===== src/rtl/mem_arbiter.sv =====
// Two-port arbiter sharing one byte-banked RAM between instruction fetch and load/store.
// Optional alignment fault reporting on the data port is enabled by defining ARB_ALIGN_CHECK_EN.
module mem_arbiter #(
    parameter int ADDR_W       = 32,
    parameter int RAM_AW       = 10,
    parameter int MAX_D_STREAK = 4
) (
    input  logic              clk,
    input  logic              rst,
    input  logic              i_req,
    input  logic [ADDR_W-1:0] i_addr,
    output logic              i_ack,
    output logic [31:0]       i_rdata,
    input  logic              d_req,
    input  logic              d_we,
    input  logic [3:0]        d_sel,
    input  logic [ADDR_W-1:0] d_addr,
    input  logic [31:0]       d_wdata,
    output logic              d_ack,
    output logic [31:0]       d_rdata,
`ifdef ARB_ALIGN_CHECK_EN
    output logic              d_err,
`endif
    output logic              ram_ce,
    output logic              ram_we,
    output logic [3:0]        ram_sel,
    output logic [RAM_AW-1:0] ram_addr,
    output logic [31:0]       ram_wdata,
    input  logic [31:0]       ram_rdata
);

    // Handshake: a port's req is sampled only in IDLE and held until its one-cycle ack.
    typedef enum logic [1:0] {IDLE, ISSUE, RESP} state_t;
    typedef enum logic [1:0] {OWN_NONE, OWN_I, OWN_D} owner_t;

    state_t      state, state_next;
    owner_t      owner;
    logic        grant_i, grant_d;
    logic [3:0]  streak;
    logic        err_q;
    logic        d_misaligned;
    logic [31:0] i_rdata_q, d_rdata_q;

`ifdef ARB_ALIGN_CHECK_EN
    assign d_misaligned = ((d_sel == 4'b1111) && (d_addr[1:0] != 2'b00)) ||
                          (((d_sel == 4'b0011) || (d_sel == 4'b1100)) && d_addr[0]) ||
                          (d_sel == 4'b0000);
`else
    assign d_misaligned = 1'b0;
`endif

    logic unused_addr_bits;
    assign unused_addr_bits = ^{i_addr[ADDR_W-1:RAM_AW+2], i_addr[1:0],
                                d_addr[ADDR_W-1:RAM_AW+2], d_addr[1:0]};

    always_ff @(posedge clk) begin
        if (rst) state <= IDLE;
        else     state <= state_next;
    end

    always_comb begin
        state_next = state;
        grant_i    = 1'b0;
        grant_d    = 1'b0;
        case (state)
            IDLE: begin
                if (d_req && (!i_req || (streak != 4'(MAX_D_STREAK)))) grant_d = 1'b1;
                else if (i_req)                                         grant_i = 1'b1;
                if (grant_d || grant_i) state_next = ISSUE;
            end
            ISSUE:   state_next = RESP;
            RESP:    state_next = IDLE;
            default: state_next = IDLE;
        endcase
    end

    always_ff @(posedge clk) begin
        if (rst) begin
            ram_ce    <= 1'b0;
            ram_we    <= 1'b0;
            ram_sel   <= 4'b0000;
            ram_addr  <= '0;
            ram_wdata <= '0;
            i_ack     <= 1'b0;
            d_ack     <= 1'b0;
            i_rdata_q <= '0;
            d_rdata_q <= '0;
            owner     <= OWN_NONE;
            streak    <= 4'd0;
            err_q     <= 1'b0;
        end else begin
            i_ack <= 1'b0;
            d_ack <= 1'b0;
            case (state)
                IDLE: begin
                    if (grant_d) begin
                        // A misaligned access still completes the handshake but never touches RAM.
                        ram_ce    <= !d_misaligned;
                        ram_we    <= d_we;
                        ram_sel   <= d_sel;
                        ram_addr  <= d_addr[RAM_AW+1:2];
                        ram_wdata <= d_wdata;
                        owner     <= OWN_D;
                        err_q     <= d_misaligned;
                        if (!i_req)               streak <= 4'd0;
                        else if (streak != 4'hF)  streak <= streak + 4'd1;
                    end else if (grant_i) begin
                        ram_ce   <= 1'b1;
                        ram_we   <= 1'b0;
                        ram_sel  <= 4'b0000;
                        ram_addr <= i_addr[RAM_AW+1:2];
                        owner    <= OWN_I;
                        err_q    <= 1'b0;
                        streak   <= 4'd0;
                    end
                end
                ISSUE: begin
                    ram_ce <= 1'b0;
                    ram_we <= 1'b0;
                    if (owner == OWN_I) i_ack <= 1'b1;
                    if (owner == OWN_D) d_ack <= 1'b1;
                end
                RESP: begin
                    if (owner == OWN_I)            i_rdata_q <= ram_rdata;
                    if (owner == OWN_D && !err_q)  d_rdata_q <= ram_rdata;
                    owner <= OWN_NONE;
                end
                default: owner <= OWN_NONE;
            endcase
        end
    end

`ifdef ARB_ALIGN_CHECK_EN
    assign d_err = d_ack && err_q;
`endif

    // RAM data arrives during the ack cycle; afterwards the captured copy holds it.
    assign i_rdata = i_ack ? ram_rdata : i_rdata_q;
    assign d_rdata = (d_ack && !err_q) ? ram_rdata : d_rdata_q;

endmodule


===== config.mk =====
export PLATFORM = sky130hd
export DESIGN_NAME = mem_arbiter
export DESIGN_NICKNAME = d
export VERILOG_FILES = /design/src/rtl/mem_arbiter.sv
export SDC_FILE = /design/constraint.sdc
export NUM_CORES = 1
export LEC_CHECK = 0
export CORE_MARGIN = 5
export CORE_UTILIZATION = 42
export CTS_BUF_LIST = sky130_fd_sc_hd__clkbuf_8 sky130_fd_sc_hd__clkbuf_16
export DETAILED_ROUTE_END_ITERATION = 10
export PLACE_DENSITY_LB_ADDON = 0.05
export SYNTH_ARGS = -nofsm -noshare
export SYNTH_HDL_FRONTEND = slang
export SYNTH_SLANG_ARGS = --single-unit

===== constraint.sdc =====
create_clock -name clk -period 2 [get_ports clk]
set_input_delay 0.3 -clock clk [delete_from_list [all_inputs] [get_ports clk]]
set_output_delay 0.3 -clock clk [all_outputs]
set_load 0.01 [all_outputs]

# Word level (Yosys, flattened, before mapping)
# Cells that the tools add are included.
[classes]
n_addsub = 1
n_eq_ne = 9
muxes = 30
bitwise = 1
n_reduce_logical = 18
[op_table]
columns = ["operator", "n"]
rows = [
  ["$mux W32", 2],
  ["$mux W10", 2],
  ["$mux W4", 5],
  ["$mux W1", 14],
  ["$reduce_and A2 Y1", 6],
  ["$pmux W2 S2", 2],
  ["$mux W2", 3],
  ["$add A4 B1 Y4 const B", 1],
  ["$eq A2 B1 Y1 const B", 2],
  ["$eq A2 B2 Y1 const B", 2],
  ["$ne A4 B3 Y1 const B", 1],
  ["$ne A4 B4 Y1 const B", 1],
  ["$pmux W1 S2", 2],
  ["$reduce_bool A2 Y1", 2],
  ["$logic_and A1 B1 Y1", 3],
  ["$ne A3 B2 Y1 const B", 1],
  ["$ne A3 B3 Y1 const B", 1],
  ["$reduce_and A3 Y1", 1],
  ["$logic_not A1 Y1", 2],
  ["$logic_not A2 Y1", 1],
  ["$logic_or A1 B1 Y1", 2],
  ["$ne A2 B2 Y1 const B", 1],
  ["$reduce_or A2 Y1", 1],
  ["$not A1 Y1", 1],
]
[word_totals]
regBits = 123
inputBits = 137
wordCells = 72

# Depth between registers and ports, before layout
[logic_depth]
depth_word = 9
depth_mapped = 6
mapped_depth_nobuf = 5

# Least setup slack after synthesis
# Ideal clock, no wire load.
[synth_timing]
kind = "reg-to-reg"
startpoint = "register streak[0]"
endpoint = "register ram_addr[3]"
setup_time_ps = 141
t_arrival_ps = 1302
t_required_ps = 1859
path_slack_ps = 557
path_stages_with_launch = 7
path_buffers = 1
period_less_slack_ps = 1443
cell_sequence = "dfxtp_1 inv_1 ha_1 and4b_2 clkbuf_4 o21ai_1 a311oi_2"
[synth_via]
elab_chain_len = 8
elab_cells_between_ends = 12
classes_between = "eq/ne (1); mux (7); reduce/logical (4)"
[synth_rtl]
columns = ["item", "line", "source"]
rows = [
  ["start, declared", "39", "logic [3:0] streak;"],
  ["start signal, assigned", "106", "else if (streak != 4'hF) streak <= streak + 4'd1;"],
  ["$ne A4 B3 Y1 *", "67", "if (d_req && (!i_req || (streak != 4'(MAX_D_STREAK)))) grant_d = 1'b1;"],
  ["$logic_or A1 B1 Y1 *", "67", ""],
  ["$logic_and A1 B1 Y1 *", "67", ""],
  ["$mux W1", "67", ""],
  ["$mux W1 (2 in series)", "65", "case (state)"],
  ["$reduce_bool A2 Y1 (no line)", "n/a", ""],
  ["$reduce_and A2 Y1 (no line)", "n/a", ""],
  ["end signal, assigned", "101", "ram_addr <= d_addr[RAM_AW+1:2];"],
  ["end signal, assigned", "111", "ram_addr <= i_addr[RAM_AW+1:2];"],
  ["end, declared", "27", "output logic [RAM_AW-1:0] ram_addr,"],
]
# Mark *: on every way between the ends. The rest lies on a longest branch, timed or not. The select of a mux whose other input is x is not followed.
# A chain may end at the register's enable or synchronous reset.

# Worst setup path after layout
[layout_timing]
startpoint = "register i_ack"
endpoint = "output i_rdata[1]"
[layout_via]
elab_chain_len = 1
[layout_rtl]
columns = ["item", "line", "source"]
rows = [
  ["start, declared", "12", "output logic i_ack,"],
  ["start signal, assigned", "84", "i_ack <= 1'b0;"],
  ["start signal, assigned", "92", "i_ack <= 1'b0;"],
  ["start signal, assigned", "120", "if (owner == OWN_I) i_ack <= 1'b1;"],
  ["$mux W32", "138", "assign i_rdata = i_ack ? ram_rdata : i_rdata_q;"],
  ["end, declared", "13", "output logic [31:0] i_rdata,"],
]
# No other way between the ends.

==> results.json <==
{
  "cp_slowest_cell": "dfxtp_4",
  "cts_buffers": 17,
  "routed_wl_um": 16800,
  "fin_nets": 977,
  "hold_path_class": "in -> reg",
  "top_layer": "met4",
  "yosysTopAreaCell": "dfxtp_1",
  "area_growth_syn_to_layout_pct": 49.3,
  "ys_warn_count": 0,
  "syn-instance-count": 648,
  "syn_avg_cell_area_um2": 8.63,
  "synth_ff_type": "dfxtp_1",
  "num_rows": 42,
  "ys_types": 47,
  "die_w_um": 125,
  "cp.required_ns": 1.70,
  "holdWs_ns": 0.311,
  "clkLatencyLatePin_ns": 0.41,
  "tightest_slew_ns": 0.686,
  "tns_ns": 0,
  "ioPinCount": 251,
  "async_flop_share_pct": 0,
  "first_pass_iters": 4,
  "num_vias": 5356,
  "period_needed_ns": 1.94,
  "max-slew-margin-rel_pct": 54.2,
  "cts_root_buf": "clkbuf_16",
  "rsz0062_at_grt": "no",
  "start_kind": "register",
  "antenna_found_initial": 0,
  "dp_hpwl_um": 11300,
  "fmax_ghz": 0.515,
  "path_class": "reg -> out",
  "setup_viol": 0,
  "p_leak_nw": 3.31,
  "synth_area_leaders": "dfxtp_1, mux2_2, a21oi_1, nand2_1, nand3_1",
  "grt_max_degree": 57,
  "worstHoldPathCells": 2,
  "final_hold_viol_count": 0,
  "dr.first_iter.drc_count": 250,
  "dieHeight_um": 125,
  "tritoncts": "done",
  "antenna_cells": 0,
  "initial_utilization_pct": 42.5,
  "status": "finished clean",
  "synth_edf_count": 0,
  "grt_pass1_vias": 5553,
  "portBuffers": 206,
  "routed_via_density": 5.22,
  "final.period_utilization_pct": 97.1,
  "place_area_mm2": 0.00779,
  "globalRouteTotalUtil_pct": 21.4,
  "path_cells": "buf_12 > buf_4 > mux2_2 > dlygate4sd2_1",
  "p_per_area_mw_per_mm2": 742,
  "cts.sinks": 122,
  "slew_violations": 0,
  "wl_met3_um": 1170,
  "maxCapViolations": 0,
  "drc": 0,
  "drive_gt1_share_pct": 17.0,
  "clk_pin_slew_worst_paths_ns": 0.05,
  "grt_overflow": 0,
  "antenna_left": 0,
  "worst_ep_arrival_time_ns": 1.64,
  "clk_path_buf_depth": 2,
  "synth_seq_cells": 122,
  "ys_seq_area_share_pct": 43.7,
  "design_area_mm2": 0.00834,
  "max_stage_delay_ns": 0.42,
  "r2r_cells": 3,
  "synth_nets": 787,
  "cp_max_fo": 5,
  "core_mm2": 0.0131,
  "syn_area_mm2": 0.00559,
  "wl_met2_um": 8220,
  "wl_met1_um": 7130,
  "gp_congestion": 0.756,
  "htree_levels": 4,
  "die-area_mm2": 0.0157,
  "synth_top_area_share_pct": 43.7,
  "grt_pass1_wl_um": 27800,
  "wl_per_cell_um": 16.4,
  "vdd_ir_drop_max_mv": 0.470,
  "clock_skew_ns": 0.00383,
  "worst_setup_path_end_kind": "output port"
}
==> per-stage QoR <==
step                      total power, W  cells  worst slack (ns)  util, %
final                            0.00619   1027            0.0576     63.5
after global routing             0.00644   1027          0.000882     63.5
after CTS                        0.00625   1025           0.00157     63.1
after detailed placement         0.00349    989           0.00381     59.3
after global placement           0.00347    989            0.0748     59.3
after floorplan                  0.00302    648             0.557        -
==> state kept, by name (all words and copies together), names as in the netlist, 2 cells and up <==
signal and count:
d_rdata_q 32, i_rdata_q 32, owner 2, ram_addr 10, ram_sel 4, ram_wdata 32
state 2, streak 4
==> critical path, delay by kind of cell (launching register included) <==
| kind | cells | cell delay, ns |
|---|---|---|
| muxes | 1 | 0.31 |
| buffers and inverters | 3 | 0.51 |
| DFF | 1 | 0.42 |
==> synth_stat cells (3+ instances only) <==
library cell	count
a21oi_1	112
a311oi_2	10
buf_2	21
buf_4	9
buf_6	7
clkbuf_1	20
clkbuf_2	4
dfxtp_1	122
inv_1	6
mux2_2	62
nand2_1	130
nand2b_1	3
nand3_1	50
nor2_1	5
o21ai_0	12
o21ai_1	36
==> cell type report <==
type,instances,area (um2)
Sequential cell,122,2450
Inverter,6,22.5
Multi-Input combinational cell,457,2780
Tap cell,176,220
Clock inverter,13,87.6
Clock buffer,19,453
Fill cell,1135,4800
Timing Repair Buffer,234,2330
==> routing by layer <==
metal | global-route usage (%) | up-vias
met5 | 0 | -
met4 | 7.14 | 0
met3 | 6.74 | 27
met2 | 36.2 | 190
met1 | 25.9 | 2491
li1 | - | 2648
==> cell usage in the layout, fill, tap and decap left out, types with 3 or more instances in the layout <==
cell type / count
nand3_1: 50
a311oi_2: 10
nand2b_1: 3
a21oi_1: 112
inv_1: 10
clkinv_2: 7
o21ai_0: 12
o21ai_1: 36
dlygate4sd2_1: 61
nand2_1: 130
clkdlybuf4s50_1: 141
clkbuf_16: 19
buf_12: 8
mux2_2: 62
dfxtp_1: 120
nor2_1: 5
buf_4: 17
==> path summary, 6_finish.rpt <==
check | startpoint | endpoint | slack [ns]
worst max-delay path | i_ack$_SDFF_PP0_ | i_rdata[1] | 0.06
worst min-delay path | rst | state[0]$_SDFFE_PP0P_ | 0.31
worst max register to register | state[0]$_SDFFE_PP0P_ | ram_addr[3]$_SDFFE_PP0P_ | 0.29
worst min register to register | d_rdata_q[7]$_SDFFE_PP0P_ | d_rdata_q[7]$_SDFFE_PP0P_ | 0.45
==> repair_timing <==
action,CTS,global route
setup buffers,3,0
setup endpoints to repair,64,4
hold endpoints to repair,0,0
gates resized for setup,72,3
gates cloned,1,2
hold buffers,0,0
==> power by group <==
group / leakage [nW] / internal [W] / total (W) / switching (W)
clock network: 0.287 / 0.00173 / 0.00276 / 0.00103
logic: 2.03 / 0.000460 / 0.000839 / 0.000379
registers: 0.994 / 0.00252 / 0.00259 / 0.0000633
total: 3.31 / 0.00472 / 0.00619 / 0.00147
==> kinds of logic (layout without fill, tap and decap cells) <==
kind of cell | count (synthesis) | in the layout | synth area share (%)
mux | 65 | 65 | 13.1
flops | 122 | 122 | 43.7
simple gates | 209 | 209 | 17.1
fa+ha+maj | 2 | 2 | 0.448
xor+xnor | 1 | 1 | 0.157
buf+inv | 69 | 272 | 6.81
compound gates | 180 | 180 | 18.7
No activity file was read; power rests on OpenSTA's default activity.
